[config.mk]
export PLATFORM = sky130hd
export DESIGN_NAME = pc_seq_ctrl
export DESIGN_NICKNAME = d
export VERILOG_FILES = /design/src/rtl/ppu_pkg.sv /design/src/rtl/sat_counter.sv /design/src/rtl/pc_seq_ctrl.sv
export SDC_FILE = /design/constraint.sdc
export NUM_CORES = 1
export LEC_CHECK = 0
export BUFFER_PORTS_ARGS = -buffer_cell sky130_fd_sc_hd__buf_2
export CORE_UTILIZATION = 39
export CTS_CLUSTER_SIZE = 40
export DETAILED_ROUTE_END_ITERATION = 10
export GPL_TIMING_DRIVEN = 0
export PLACE_DENSITY = 0.85
export SLEW_MARGIN = 20
export SYNTH_ARGS = -nofsm -noshare
export SYNTH_HDL_FRONTEND = slang
export SYNTH_SLANG_ARGS = --single-unit
[constraint.sdc]
create_clock -name clk -period 1.68 [get_ports clk]
set_clock_uncertainty 0.1 [all_clocks]
set_input_delay 0.084 -clock clk [delete_from_list [all_inputs] [get_ports clk]]
set_output_delay 0.084 -clock clk [all_outputs]
set_load 0.03 [all_outputs]
[src/rtl/ppu_pkg.sv]
// ppu_pkg: shared PPU fetch-path state encoding and next-PC mux selects
package ppu_pkg;
   typedef enum logic [1:0] {
      BOOT  = 2'd0,
      RUN   = 2'd1,
      STALL = 2'd2,
      DSLOT = 2'd3
   } state_t;
   localparam logic [1:0] NPC_SEQ  = 2'd0;
   localparam logic [1:0] NPC_TGT  = 2'd1;
   localparam logic [1:0] NPC_HOLD = 2'd2;
endpackage

[src/rtl/sat_counter.sv]
// sat_counter: saturating up-counter with async reset and sync clear
module sat_counter #(
   parameter int CNT_W = 16
) (
   input  logic             clk,
   input  logic             reset,
   input  logic             clear,
   input  logic             en,
   output logic [CNT_W-1:0] count
);
   // count enabled cycles, sticking at all-ones
   always_ff @(posedge clk or posedge reset)
      if (reset) count <= '0;
      else if (clear) count <= '0;
      else if (en && count != '1) count <= count + 1'b1;
endmodule

[src/rtl/pc_seq_ctrl.sv]
// pc_seq_ctrl: PC front/back sequencing FSM (boot hold, stalls, delayed branches); PC_SEQ_CTRL_PERF_EN adds counters
module pc_seq_ctrl
   import ppu_pkg::*;
#(
   parameter int BOOT_CYCLES = 2,
   parameter int CNT_W       = 16
) (
   input  logic             clk,
   input  logic             reset,
   input  logic             stall,
   input  logic             br_taken,
   input  logic             br_nullify,
   output logic             pc_le,
   output logic [1:0]       npc_sel,
   output logic             ifid_le,
   output logic             ifid_nullify,
   output logic             busy_boot,
   output logic [CNT_W-1:0] stall_cnt,
   output logic [CNT_W-1:0] br_cnt
);
   localparam int BOOT_LAST = (BOOT_CYCLES < 2) ? 0 : BOOT_CYCLES - 1;
   localparam int BW = $clog2(BOOT_LAST + 2);
   localparam logic [BW-1:0] BOOT_END = BW'(BOOT_LAST);
   state_t state, nxt;
   logic [BW-1:0] boot_cnt;
   logic nflag, accept;
   // state, boot counter and delay-slot nullify flag
   always_ff @(posedge clk or posedge reset)
      if (reset) begin
         state    <= BOOT;
         boot_cnt <= '0;
         nflag    <= 1'b0;
      end else begin
         state <= nxt;
         if (state == BOOT) boot_cnt <= boot_cnt + 1'b1;
         if (accept) nflag <= br_nullify;
      end
   // next state and output decode; STALL with stall low behaves exactly as RUN
   always_comb begin
      nxt          = state;
      pc_le        = 1'b0;
      npc_sel      = NPC_HOLD;
      ifid_le      = 1'b0;
      ifid_nullify = 1'b0;
      busy_boot    = 1'b0;
      accept       = 1'b0;
      case (state)
         BOOT: begin
            ifid_nullify = 1'b1;
            busy_boot    = 1'b1;
            if (boot_cnt == BOOT_END) nxt = RUN;
         end
         RUN, STALL: begin
            if (stall) nxt = STALL;
            else begin
               pc_le   = 1'b1;
               ifid_le = 1'b1;
               accept  = br_taken;
               npc_sel = br_taken ? NPC_TGT : NPC_SEQ;
               nxt     = br_taken ? DSLOT : RUN;
            end
         end
         DSLOT: begin
            ifid_nullify = nflag;
            if (!stall) begin
               pc_le   = 1'b1;
               ifid_le = 1'b1;
               npc_sel = NPC_SEQ;
               nxt     = RUN;
            end
         end
      endcase
   end
`ifdef PC_SEQ_CTRL_PERF_EN
   sat_counter #(.CNT_W(CNT_W)) u_stall_cnt (
      .clk   (clk),
      .reset (reset),
      .clear (1'b0),
      .en    (state != BOOT && !pc_le),
      .count (stall_cnt)
   );
   sat_counter #(.CNT_W(CNT_W)) u_br_cnt (
      .clk   (clk),
      .reset (reset),
      .clear (1'b0),
      .en    (accept),
      .count (br_cnt)
   );
`else
   assign stall_cnt = '0;
   assign br_cnt    = '0;
`endif
endmodule

==> run metrics, run 1 <==
number of I/O pins 43; grt ovf 0; Initial Util 42.78%; worst hold path type input port to register; first-pass GRT wire length 1124 um; syn avg cell area 8.645 sq um; fin crit period 1.558 ns; setup ws final 0.1218 ns; crit end category primary output; sequential power share 20.3%; Vias 446; total track usage 10.25%; Mapped Cells 66; CP Class register to primary output; Area growth syn-to-layout 45.83%; status completed; DR vias/cell 3.457; Port Buffers 10; DP HPWL 743.3 um; switching part of the total 46.75%; worst ir drop on vdd 0.001042 V; Inserted Diodes 0; H-tree Lvls 1; Worst EP required 1.50 ns; crit-path max FO 4; internal power 0.5857 mW; Comb pwr share 67.4%; Ys Warns 0; # setup viols final 0; P_leak 0.5182 nW; most frequent cells in the layout buf_4 (35), conb_1 (32), buf_2 (9); Clock power frac 12.4%; crit share post-route 92.75%; fmax 641.8 MHz; RSZ-0062 raised after global routing no; Slew Limit Fails 0; clk slew on worst S/H paths 0.04 ns; CP arrival 1.37 ns; initial DRC count 6; GP Congestion 0.7267; DR WL/cell 6.806 um; post-synthesis sequential area ratio 21.93%; library cells used by synthesis 18; CORE AREA 0.001334 sq mm; DRT Wirelength 878 um; clk root buf clkbuf_4; hold_ws 0.1017 ns; fill count 124; Setup TNS 0 ns; fraction of layout cells with a size suffix above 1 47.37%; clk_lat worst skew 0.24 ns; vias in the first global route 307; row cnt 13; fin util 62.38%; final hold viol count 0; commonest non-fill, non-tap cell in the layout buf_4; Sink Count 5; Die X 40.25 um; DR pass1 iterations 4; largest net degree at the start of global routing 7; CTS buffer count 3; CTS tree done; pwr/cell area 1322 mW/mm^2; total of max-cap violations 0; die area 0.001620 sq mm; initial antenna violation count 0; DRC 0; number of nets in the layout 124; post-synth design cell area 570.5 sq um; Power Total 1.100 mW; number of synthesized register bits 5; sw power 0.5141 mW; Die Y 40.25 um; Clock Tree Buf Depth 2; DP Worst Slack 0.1631 ns; Detail Route Antenna Nets 0; Startpoint Class register
timing repair:
| action | CTS | global route |
|---|---|---|
| pin swaps | 0 | 1 |
| buffers inserted | 0 | 1 |
| endpoints found under the hold margin | 6 | 0 |
| setup endpoints to repair | 1 | 2 |
| gates cloned | 0 | 0 |
| gates resized for setup | 1 | 2 |
| hold buffers | 2 | 0 |
power by group through the flow:
stage | Combinational [mW] | Sequential, mW | Clock, mW
after floorplan | 0.565 | 0.215 | 0
after global placement | 0.642 | 0.223 | 0
after detailed placement | 0.663 | 0.228 | 0
after CTS | 0.672 | 0.226 | 0.144
after global routing | 0.807 | 0.227 | 0.151
final | 0.741 | 0.223 | 0.136
logic make-up (layout without fill, tap and decap cells):
logic type      count (synthesis)  count (layout)  synth area share (%)
mux                             1               1                 1.974
simple gates                    9               9                 8.769
other cells                     1              32                0.6573
xor+xnor                        1               1                 1.535
flops                           5               5                 21.93
buf+inv                        38              55                 46.71
fa+ha+maj                       4               4                 8.772
compound gates                  7               7                 9.647
layer usage:
metal / global-route usage, % / vias up / routed length [um]
li1: - / 240 / -
met5: 0 / - / 0
met4: 7.500 / 0 / 0
met1: 11.82 / 177 / 332
met2: 17.74 / 29 / 415
met3: 0.5556 / 0 / 129
state kept, by name, summed over array words and instances, names as in the netlist:
name	count
boot_cnt	2
state	2
nflag	1
final cells by class:
| cell class | instances | area, sq um | area share [%] |
|---|---|---|---|
| inverter | 5 | 18.77 | 2.256 |
| timing repair buffer | 13 | 80.08 | 9.624 |
| sequential | 5 | 125.1 | 15.04 |
| multi-input combinational | 54 | 315.3 | 37.89 |
| buffer | 33 | 247.7 | 29.77 |
| tap | 15 | 18.77 | 2.256 |
| clock buffer | 4 | 26.28 | 3.158 |
worst paths after layout:
kind,start,to,slack [ns],depth (start not counted)
setup reg to reg,state[0],state[1],0.27,5
setup / recovery,state[0],npc_sel[0],0.12,5
hold reg to reg,boot_cnt[0],boot_cnt[0],0.38,1
min in group asynchronous,reset,boot_cnt[0],0.18,3
hold / removal,br_taken,nflag,0.10,3
max in group asynchronous,reset,state[1],1.13,3
synthesized netlist by cell type:
| cell type | number | area, sq um |
|---|---|---|
| inv_2 | 1 | 3.750 |
| o221ai_1 | 1 | 8.760 |
| nand2b_1 | 2 | 12.51 |
| nand3_1 | 1 | 5.000 |
| inv_1 | 4 | 15.01 |
| nand2_1 | 1 | 3.750 |
| a2bb2oi_2 | 1 | 15.01 |
| o21ai_1 | 1 | 5.000 |
| conb_1 | 1 | 3.750 |
| ha_1 | 4 | 50.05 |
| nor2b_4 | 1 | 13.76 |
| dfrtp_1 | 5 | 125.1 |
| o32a_2 | 1 | 11.26 |
| xor2_1 | 1 | 8.760 |
| mux2_1 | 1 | 11.26 |
| nor2_1 | 4 | 15.01 |
| a21oi_1 | 3 | 15.01 |
| buf_4 | 33 | 247.7 |
critical path, stage by stage (launching register included):
cell and delay, ns:
dfrtp_1 0.37, inv_1 0.10, ha_4 0.29, nand3_2 0.10, nor2_1 0.11, buf_4 0.16
stage by stage:
step	std cells	area, sq um
finish	129	832.0
global route	129	832.0
CTS	128	807.0
detailed placement	122	758.2
global placement	122	758.2
floorplan	97	689.4
Power figures use the tool's default switching activity.
==> inputs of run 2 (changes only) <==
--- a/config.mk
+++ b/config.mk
@@ -5,12 +5,13 @@
 export SDC_FILE = /design/constraint.sdc
 export NUM_CORES = 1
 export LEC_CHECK = 0
-export BUFFER_PORTS_ARGS = -buffer_cell sky130_fd_sc_hd__buf_2
-export CORE_UTILIZATION = 39
+export CORE_AREA = 2 2 39 41
 export CTS_CLUSTER_SIZE = 40
 export DETAILED_ROUTE_END_ITERATION = 10
+export DIE_AREA = 0 0 41 43
+export DONT_BUFFER_PORTS = 1
 export GPL_TIMING_DRIVEN = 0
-export PLACE_DENSITY = 0.85
+export PLACE_DENSITY = 0.64
 export SLEW_MARGIN = 20
 export SYNTH_ARGS = -nofsm -noshare
 export SYNTH_HDL_FRONTEND = slang
==> run metrics, run 2 (synthesis gave the netlist of run 1 again) <==
Slew Limit Fails 0; status completed; CP Class register to primary output; P_leak 0.4733 nW; row cnt 14; Vias 405; commonest non-fill, non-tap cell in the layout buf_4; DR WL/cell 6.792 um; Sink Count 5; number of I/O pins 43; first-pass GRT wire length 1035 um; fin util 58.41%; fraction of layout cells with a size suffix above 1 45.19%; H-tree Lvls 1; biggest regs boot_cnt: 2 flops, state: 2 flops, nflag: 1 flops; CORE AREA 0.001384 sq mm; Inserted Diodes 0; Port Buffers 0; R2R cell count 4; worst ir drop on vdd 0.0006707 V; fmax 618.1 MHz; DRT Wirelength 815 um; initial DRC count 0; Detail Route Antenna Nets 0; DR vias/cell 3.375; DR pass1 iterations 1; Clock Tree Buf Depth 2; worst reg2reg path startpoint state[1]; crit share post-route 96.30%; reg2reg end nflag; Power Total 1.079 mW; most frequent cells in the layout buf_4 (33), conb_1 (32), dfrtp_1 (5); initial antenna violation count 0; post-CTS setup buffer count 0; fin crit period 1.618 ns; Startpoint Class register; CP arrival 1.43 ns; total track usage 8.898%; Area growth syn-to-layout 41.67%; largest net degree at the start of global routing 7; grt ovf 0; Worst EP required 1.50 ns; R2R setup slack 0.20 ns; Initial Util 41.23%; die area 0.001763 sq mm; pwr/cell area 1335 mW/mm^2; final hold viol count 0; number of nets in the layout 114; Die X 41 um; hold path endpoint state[0]; clk_lat worst skew 0.23 ns; clk slew on worst S/H paths 0.04 ns; # setup viols final 0; Critical Path Start state[1]; worst hold start stall; vias in the first global route 256; worst hold path type input port to register; clk root buf clkbuf_4; crit end category primary output; RSZ-0062 raised after global routing yes; GP Congestion 0.7605; CTS tree done; crit-path max FO 4; WHS Path Cells 2; total of max-cap violations 0; DP HPWL 735.8 um; DRC 0; CTS buffer count 3; Die Y 43 um
## run 2: changes by cell type in the layout (fill, tap and decap cells not counted), moves of 2 or more
cell,change
buf_4,-2
nor2_1,-2
buf_2,-9
nor2_4,+3
## run 2: worst max path at each step
stage	slack (ns)	endpoint
2_1_floorplan	0.17	ifid_nullify
3_3_place_gp	0.09	ifid_nullify
3_5_place_dp	0.08	ifid_nullify
4_1_cts	0.002	npc_sel[0]
5_1_grt	-0.01	ifid_nullify
6_report	0.06	pc_le
## run 2: what timing repair did
action | in CTS | in global routing
endpoints found under the hold margin | 8 | 0
pin swaps | 0 | 1
hold buffers | 3 | 0
gates resized for setup | 5 | 5
setup endpoints to repair | 3 | 5
## run 2: metal layers
metal / vias to the layer above / global-route usage (%) / wire (um) / part of all wire (%)
met3: 0 / 1.047 / 116 / 14
met2: 23 / 12.50 / 408 / 50
met5: - / 0 / 0 / 0
met4: 0 / 8.000 / 0 / 0
met1: 161 / 11.18 / 290 / 36
li1: 221 / - / - / -
## run 2: cell type report
cell class / instances / area [sq um]
well taps: 16 / 20.02
plain buffers: 33 / 247.7
flip-flops and latches: 5 / 125.1
clock buffers: 4 / 26.28
inverters: 5 / 18.77
repair buffers: 3 / 30.03
fillers: 139 / 575.6
multi-input cells: 54 / 340.3
## run 2: worst max-delay path: stages, from the launching register on
cell	delay (ns)
dfrtp_1	0.40
inv_1	0.10
ha_2	0.27
nor2_4	0.23
buf_4	0.21
## run 2: stage by stage
step / TNS (ns) / hold slack, ns / area [sq um] / setup slack [ns] / cells
after floorplan: 0 / -0.2375 / 689.4 / 0.1682 / 97
after global placement: 0 / -0.2223 / 709.4 / 0.09231 / 113
after detailed placement: 0 / -0.2182 / 709.4 / 0.07838 / 113
after CTS: 0 / 0.01478 / 783.3 / 0.002270 / 120
after global routing: -0.02859 / 0.02023 / 808.3 / -0.01488 / 120
final: 0 / 0.01737 / 808.3 / 0.06210 / 120
## run 2: report_power, final
part           internal (mW)  switching (mW)
Clock                 0.0893          0.0422
Sequential             0.181          0.0431
Combinational          0.290           0.433
Total                  0.561           0.518
